[config.mk]
export PLATFORM = sky130hd
export DESIGN_NAME = unidad_control_mc
export DESIGN_NICKNAME = d
export VERILOG_FILES = /design/src/rtl/unidad_control_mc.sv
export SDC_FILE = /design/constraint.sdc
export NUM_CORES = 1
export LEC_CHECK = 0
export CORE_MARGIN = 3
export CORE_UTILIZATION = 45
export DETAILED_ROUTE_END_ITERATION = 8
export PLACE_DENSITY = 0.79
export SLEW_MARGIN = 10
export SYNTH_ARGS = -nofsm -noshare
export SYNTH_HDL_FRONTEND = slang
export SYNTH_SLANG_ARGS = --single-unit
[constraint.sdc]
create_clock -name clk -period 1.8 [get_ports clk]
set_input_delay 0.18 -clock clk [delete_from_list [all_inputs] [get_ports clk]]
set_output_delay 0.18 -clock clk [all_outputs]
set_load 0.005 [all_outputs]
[src/rtl/unidad_control_mc.sv]
// Multicycle control unit: decodes the 6-bit opcode into datapath controls,
// sequences the two-cycle load, holds in HALT and counts retired instructions.
module unidad_control_mc #(
    parameter int CNT_W = 16
) (
    input  logic             clk,
    input  logic             reset,
    input  logic [5:0]       opcode,
    input  logic             z,
    output logic             s_inc,
    output logic             selectorMuxSaltoR,
    output logic             s_inm,
    output logic             we3,
    output logic             wez,
    output logic [2:0]       op_alu,
    output logic             activarMemoria,
    output logic             guardarMemoriaDatos,
    output logic             selecionarMuxDireccionesMemoriaDatos,
    output logic             pc_we,
    output logic             halted,
    output logic             illegal,
    output logic [CNT_W-1:0] instr_count
);

    typedef enum logic [1:0] {
        RUN     = 2'd0,
        LOAD_WB = 2'd1,
        HALT    = 2'd2
    } state_t;

    state_t           state_reg, state_next;
    logic [CNT_W-1:0] count_reg;
    logic             illegal_reg;
    logic             retire;
    logic             undefined;

    localparam logic [CNT_W-1:0] ONE = {{(CNT_W-1){1'b0}}, 1'b1};

    always_ff @(posedge clk) begin
        if (!reset) begin
            state_reg   <= RUN;
            count_reg   <= '0;
            illegal_reg <= 1'b0;
        end else begin
            state_reg <= state_next;
            if (retire) begin
                count_reg <= count_reg + ONE;
            end
            if (undefined) begin
                illegal_reg <= 1'b1;
            end
        end
    end

    always_comb begin
        s_inc                                = 1'b1;
        selectorMuxSaltoR                    = 1'b0;
        s_inm                                = 1'b0;
        we3                                  = 1'b0;
        wez                                  = 1'b0;
        op_alu                               = 3'b000;
        activarMemoria                       = 1'b0;
        guardarMemoriaDatos                  = 1'b0;
        selecionarMuxDireccionesMemoriaDatos = 1'b0;
        pc_we                                = 1'b1;
        halted                               = 1'b0;
        retire                               = 1'b0;
        undefined                            = 1'b0;
        state_next                           = state_reg;

        case (state_reg)
            RUN: begin
                retire = 1'b1;
                casez (opcode)
                    6'b000???: begin
                        op_alu = opcode[2:0];
                        we3    = 1'b1;
                        wez    = 1'b1;
                    end
                    6'b0100??: begin
                        s_inm = 1'b1;
                        we3   = 1'b1;
                    end
                    6'b010100: s_inc = 1'b0;
                    6'b010101: s_inc = ~z;
                    6'b010110: s_inc = z;
                    6'b010111: selectorMuxSaltoR = 1'b1;
                    6'b1001??: begin
                        activarMemoria      = 1'b1;
                        guardarMemoriaDatos = 1'b1;
                    end
                    6'b10000?: begin
                        // First load cycle: PC stalls so the opcode stays put for write-back.
                        activarMemoria                       = 1'b1;
                        selecionarMuxDireccionesMemoriaDatos = 1'b1;
                        pc_we                                = 1'b0;
                        retire                               = 1'b0;
                        state_next                           = LOAD_WB;
                    end
                    6'b110000: begin
                        retire = 1'b1;
                    end
                    6'b111111: begin
                        pc_we      = 1'b0;
                        retire     = 1'b0;
                        state_next = HALT;
                    end
                    default: undefined = 1'b1;
                endcase
            end
            LOAD_WB: begin
                activarMemoria                       = 1'b1;
                selecionarMuxDireccionesMemoriaDatos = 1'b1;
                we3                                  = 1'b1;
                retire                               = 1'b1;
                state_next                           = RUN;
            end
            HALT: begin
                pc_we  = 1'b0;
                halted = 1'b1;
            end
            default: state_next = RUN;
        endcase

        // During reset no architectural state may change, but the PC must load its own reset.
        if (!reset) begin
            we3                 = 1'b0;
            wez                 = 1'b0;
            activarMemoria      = 1'b0;
            guardarMemoriaDatos = 1'b0;
            pc_we               = 1'b1;
        end
    end

    assign illegal     = illegal_reg;
    assign instr_count = count_reg;

endmodule

After elaboration in Yosys (flattened, before gate mapping)
Index checks and enable logic that the tools add are counted.
- output and inout port bits: 30
- word-level logic and storage cells: 56
- flip-flop bits (word level): 19
- bitwise operators: 2
- $add $sub $neg: 1
- equal/unequal tests: 12
- reductions and logical operators: 7
- multiplexer cells: 31
- operators with widths (operator ; number):
    6-bit by 5-bit equality test with 1-bit output (second input constant) ; 4
    1-bit two-way mux ; 21
    16-bit by 1-bit adder with 16-bit output (second input constant) ; 1
    6-bit equality test (second input constant) ; 2
    1-bit case mux with 2 select lines ; 5
    10-bit OR reduction ; 1
    2-bit case mux with 2 select lines ; 2
    3-bit two-way mux ; 2
    2-bit OR reduction ; 3
    5-bit equality test (second input constant) ; 1
    4-bit by 3-bit equality test with 1-bit output (second input constant) ; 1
    4-bit equality test (second input constant) ; 1
    3-bit zero test ; 1
    3-bit inequality test (second input constant) ; 1
    1-bit case mux with 3 select lines ; 1
    2-bit by 1-bit equality test with 1-bit output (second input constant) ; 1
    2-bit equality test (second input constant) ; 1
    2-bit zero test ; 1
    1-bit NOT ; 2
    2-bit AND reduction ; 1

Longest topological paths before layout
- depth after elaboration: 5
- depth in mapped cells: 7

Worst setup path before layout
Ideal clock, no wire load.
- path kind: register to register
- from: register state_reg[0]
- to: register count_reg[8] (netlist: instr_count[8])
- arrival: 1405 ps
- buffers on the path: 2
- stages on the path, launching flop included: 7
- path slack: 280 ps
- library setup time: 115 ps
- cells stage by stage: dfxtp_1 -> buf_6 -> or3_4 -> o32ai_4 -> buf_2 -> nor4_1 -> o21a_1
- longest elaborated chain between the ends: 2
- elaborated cells between the ends (all ways): 3
- classes of those cells: 1 x eq/ne; 1 x mux; 1 x reduce/logical
- ends and longest elaborated chain (item ; line ; source):
    from (decl) ; 31 ; state_t state_reg, state_next;
    from (signal assigned) ; 45 ; state_reg <= state_next;
    2-bit by 1-bit equality test with 1-bit output or 2-bit zero test (tied branches) ; 71 ; case (state_reg)
    1-bit case mux with 2 select lines * ; 71 ;
    to (signal assigned) ; 47 ; count_reg <= count_reg + ONE;
    to (decl) ; 32 ; logic [CNT_W-1:0] count_reg;
Mark *: on every way between the ends. The rest lies on a longest branch, timed or not.
A chain may end at the register's enable or synchronous reset.

Worst setup path in the final report
- from: register state_reg[1]
- to: output port s_inc
- longest elaborated chain between the ends: 2
- ends and longest elaborated chain (item ; line ; source):
    2-bit zero test ; 71 ;
    1-bit two-way mux ; 71 ;
    to (decl) ; 10 ; output logic s_inc,
No other way between the ends.

==> results.toml <==
[worst_setup_path]
r2r_cells = 5
cp_slowest_stage_delay_ns = 0.44
crit_type = "reg2out"
critical_path.max_fanout = 8
cp-start-kind = "flip-flop"
path_buf_inv = 1
crit_chain = "nor2_4, nand2_2, nor2_1, nand2_1, clkdlybuf4s50_1"
end_kind = "output port"
cpLargestDelayFamily = "buffers and inverters"
cp.required_ns = 1.62
rrSetupSlack_ns = 0.16
cp_slowest_cell = "clkdlybuf4s50_1"
cp.depth = 5
cp.arrival_ns = 1.54
regToRegEndpoint = "instr_count[14]$_SDFFE_PN0P_"
timing.rr.start = "instr_count[1]$_SDFFE_PN0P_"

[synthesis]
synthCells = 142
synth.avg_cell_area_um2 = 8.186
ys_seq_elements = 19
synth-warning-count = 0
synth.distinct_cells = 39
netlist_area_um2 = 1162
syn_nets = 152
yosysSeqAreaShare_pct = 32.72

[timing]
worst_slew_pin_slew_ns = 0.2693
finalMaxSlewViolations = 0
period_share_pct = 95.79
slew_headroom_pct = 81.81
fin_skew_ns = 0.005768
fin_crit_ns = 1.724
max_freq_ghz = 0.5800
final-setup-viol-count = 0
final-hold-violation-count = 0
rsz0062_at_grt = "false"
holdWs_ns = 0.4727

[outcome]
outcome = "complete, no violations"

[global_routing]
grt_first_pass_wirelength_um = 5740
grt_max_degree = 30
antenna_found_initial = 0
grt_pass1_vias = 1355
gr-total-overflow = 0
grt.total_usage_pct = 21.55

[layout]
area_growth_pct = 50.70
drive_gt1_share_pct = 21.00
largest_register_ffs = 16
diodes = 0
fin_nets = 211

[power_and_ir_drop]
totalPowerFinal_mw = 0.8190
peakVddDrop_v = 0.0004328
cellPowerDensity_nw_per_um2 = 467.5
p_leak_nw = 0.6600

[route]
dr.pass1.iters = 4
drc = 0
via_count = 1332
ant_nets = 0
drt_iter0_drc = 37
drt-total-wl_um = 3400
wl_per_cell_um = 14.91
avgViaCountPerCell = 5.842

[clock_tree]
h-tree-depth = 1
clock_path_buffers = 2
hold_buffers = 0
cts_tree = "done"
insertion_delay_ns = 0.30
cts.clk_slew.worst_paths_ns = 0.11
clock-sinks = 19
cts_made_buffers = 3
root_buffer = "clkbuf_4"

[hold_path]
holdPathStages = 2
whs_endpoint = "illegal$_SDFFE_PN0P_"
hold_path.class = "reg2reg"
min-delay-start = "illegal$_SDFFE_PN0P_"

[job]
cap_violations = 0

[floorplan]
num_rows = 17
pin_count = 39
fp.dieH_um = 56.83
start_util_pct = 49.68
coreArea_um2 = 2340
die_area_um2 = 3229
die_x_um = 56.83

[placed_design]
port_buffers = 38
place_congestion = 0.8723
dp_hpwl_um = 2519
## placed cells by master (no fill, tap or decap), types with 3 or more instances in the layout
cell	Yosys	layout
o21ai_1	4	4
nand2b_1	3	3
clkdlybuf4s50_1	0	23
dlygate4sd2_1	0	13
or3_1	4	4
a21oi_1	18	18
o31ai_1	10	10
nand2_1	10	9
nand3_1	3	3
nand4_1	4	4
nor2_1	11	8
dfxtp_1	19	16
nor3_1	5	4
or4_1	10	10
clkbuf_4	0	3
buf_4	0	23
and4_1	3	3
and2_1	5	5
## what timing repair did
item | CTS | global route
setup endpoints to repair | 12 | 3
resized for setup | 30 | 4
pin swaps | 4 | 0
hold endpoints to repair | 0 | 0
cloned | 0 | 0
setup buffers | 1 | 0
## power breakdown
part | total, mW | switching, mW | leakage, nW | internal (mW)
clock | 0.224 | 0.137 | 0.0150 | 0.0865
combinational | 0.156 | 0.0697 | 0.490 | 0.0859
sequential | 0.440 | 0.0112 | 0.155 | 0.429
total | 0.819 | 0.218 | 0.660 | 0.601
## per-layer routing
| layer | global-route usage, % | wire length (µm) | vias up |
|---|---|---|---|
| met4 | 6.291 | 38 | 0 |
| met5 | 0 | 0 | - |
| met2 | 39.44 | 1695 | 51 |
| li1 | - | - | 658 |
| met1 | 25.21 | 1459 | 617 |
| met3 | 3.908 | 206 | 6 |
## worst max-delay path by stage
stage / slack [ns] / endpoint / startpoint
4_1_cts: 0.01 / we3 / state_reg[0]$_SDFFE_PN0P_
5_1_grt: 0.008 / we3 / state_reg[0]$_SDFFE_PN0P_
6_report: 0.08 / s_inc / state_reg[1]$_SDFFE_PN0P_
2_1_floorplan: 0.28 / instr_count[8]$_SDFFE_PN0P_ / state_reg[0]$_SDFFE_PN0P_
3_5_place_dp: -0.50 / pc_we / opcode[5]
3_3_place_gp: -0.43 / pc_we / opcode[5]
## metrics by stage
stage | setup WS [ns] | TNS (ns) | std cells | instance area, µm² | utilization (%)
6_report | 0.07575 | 0 | 228 | 1752 | 74.87
5_1_grt | 0.007736 | 0 | 228 | 1752 | 74.87
4_1_cts | 0.01406 | 0 | 228 | 1742 | 74.44
3_5_place_dp | -0.5001 | -5.052 | 223 | 1702 | 72.73
3_3_place_gp | -0.4278 | -3.609 | 223 | 1702 | 72.73
2_1_floorplan | 0.2802 | 0 | 142 | 1162 | -
## area by class of cell
cell class | count | area, µm²
Fill cell | 183 | 588.1
Clock buffer | 4 | 26.28
Multi-Input combinational cell | 112 | 745.7
Inverter | 3 | 11.26
Sequential cell | 19 | 386.6
Timing Repair Buffer | 62 | 546.8
Tap cell | 28 | 35.03
## kinds of logic (layout without fill, tap and decap cells)
kind of cell	after synthesis	in the layout	share of synthesized area [%]
DFF	19	19	32.72
buffers and inverters	11	69	6.242
and+or+nand+nor	71	71	36.81
AOI/OAI and AO/OA	39	39	22.28
adders and majority gates	1	1	1.076
muxes	1	1	0.8612
## worst reg2reg max path, cell delays in order, from the launching register on
cell and delay [ns]:
dfxtp_1 0.41, ha_1 0.23, and2_1 0.24, nand4_1 0.13, or4_1 0.42, a21oi_1 0.15
## Yosys cell counts
library cell   n  area share (%)
and3_1         2             1.1
buf_6          4             3.9
o21ai_1        4             1.7
a21boi_0       1            0.65
nand4_1        4             2.2
ha_1           1             1.1
clkbuf_1       3            0.97
or3_4          1            0.97
nand4b_1       1            0.75
or3b_4         1            0.97
buf_2          1            0.43
and4b_1        1            0.86
and2_1         5             2.7
o31a_1         1            0.75
o221ai_1       1            0.75
or4b_1         1            0.86
o21ai_0        1            0.43
nand3b_1       1            0.65
nor2b_1        1            0.54
clkinv_1       1            0.32
nor4_1         1            0.54
and4_1         3             2.3
or3b_2         1            0.75
nor2_1        11             3.6
nand2_1       10             3.2
a21oi_1       18             7.8
o21a_1         1            0.65
o31ai_1       10             6.5
nor3_1         5             2.2
mux2i_1        1            0.86
nand3_1        3             1.3
o32ai_4        1             2.4
nand2b_1       3             1.6
dfxtp_1       19              33
nor3b_1        2             1.3
or3_1          4             2.2
or4_1         10             6.5
o41ai_1        1            0.75
inv_1          2            0.65
(Power assumes the default switching activity.)
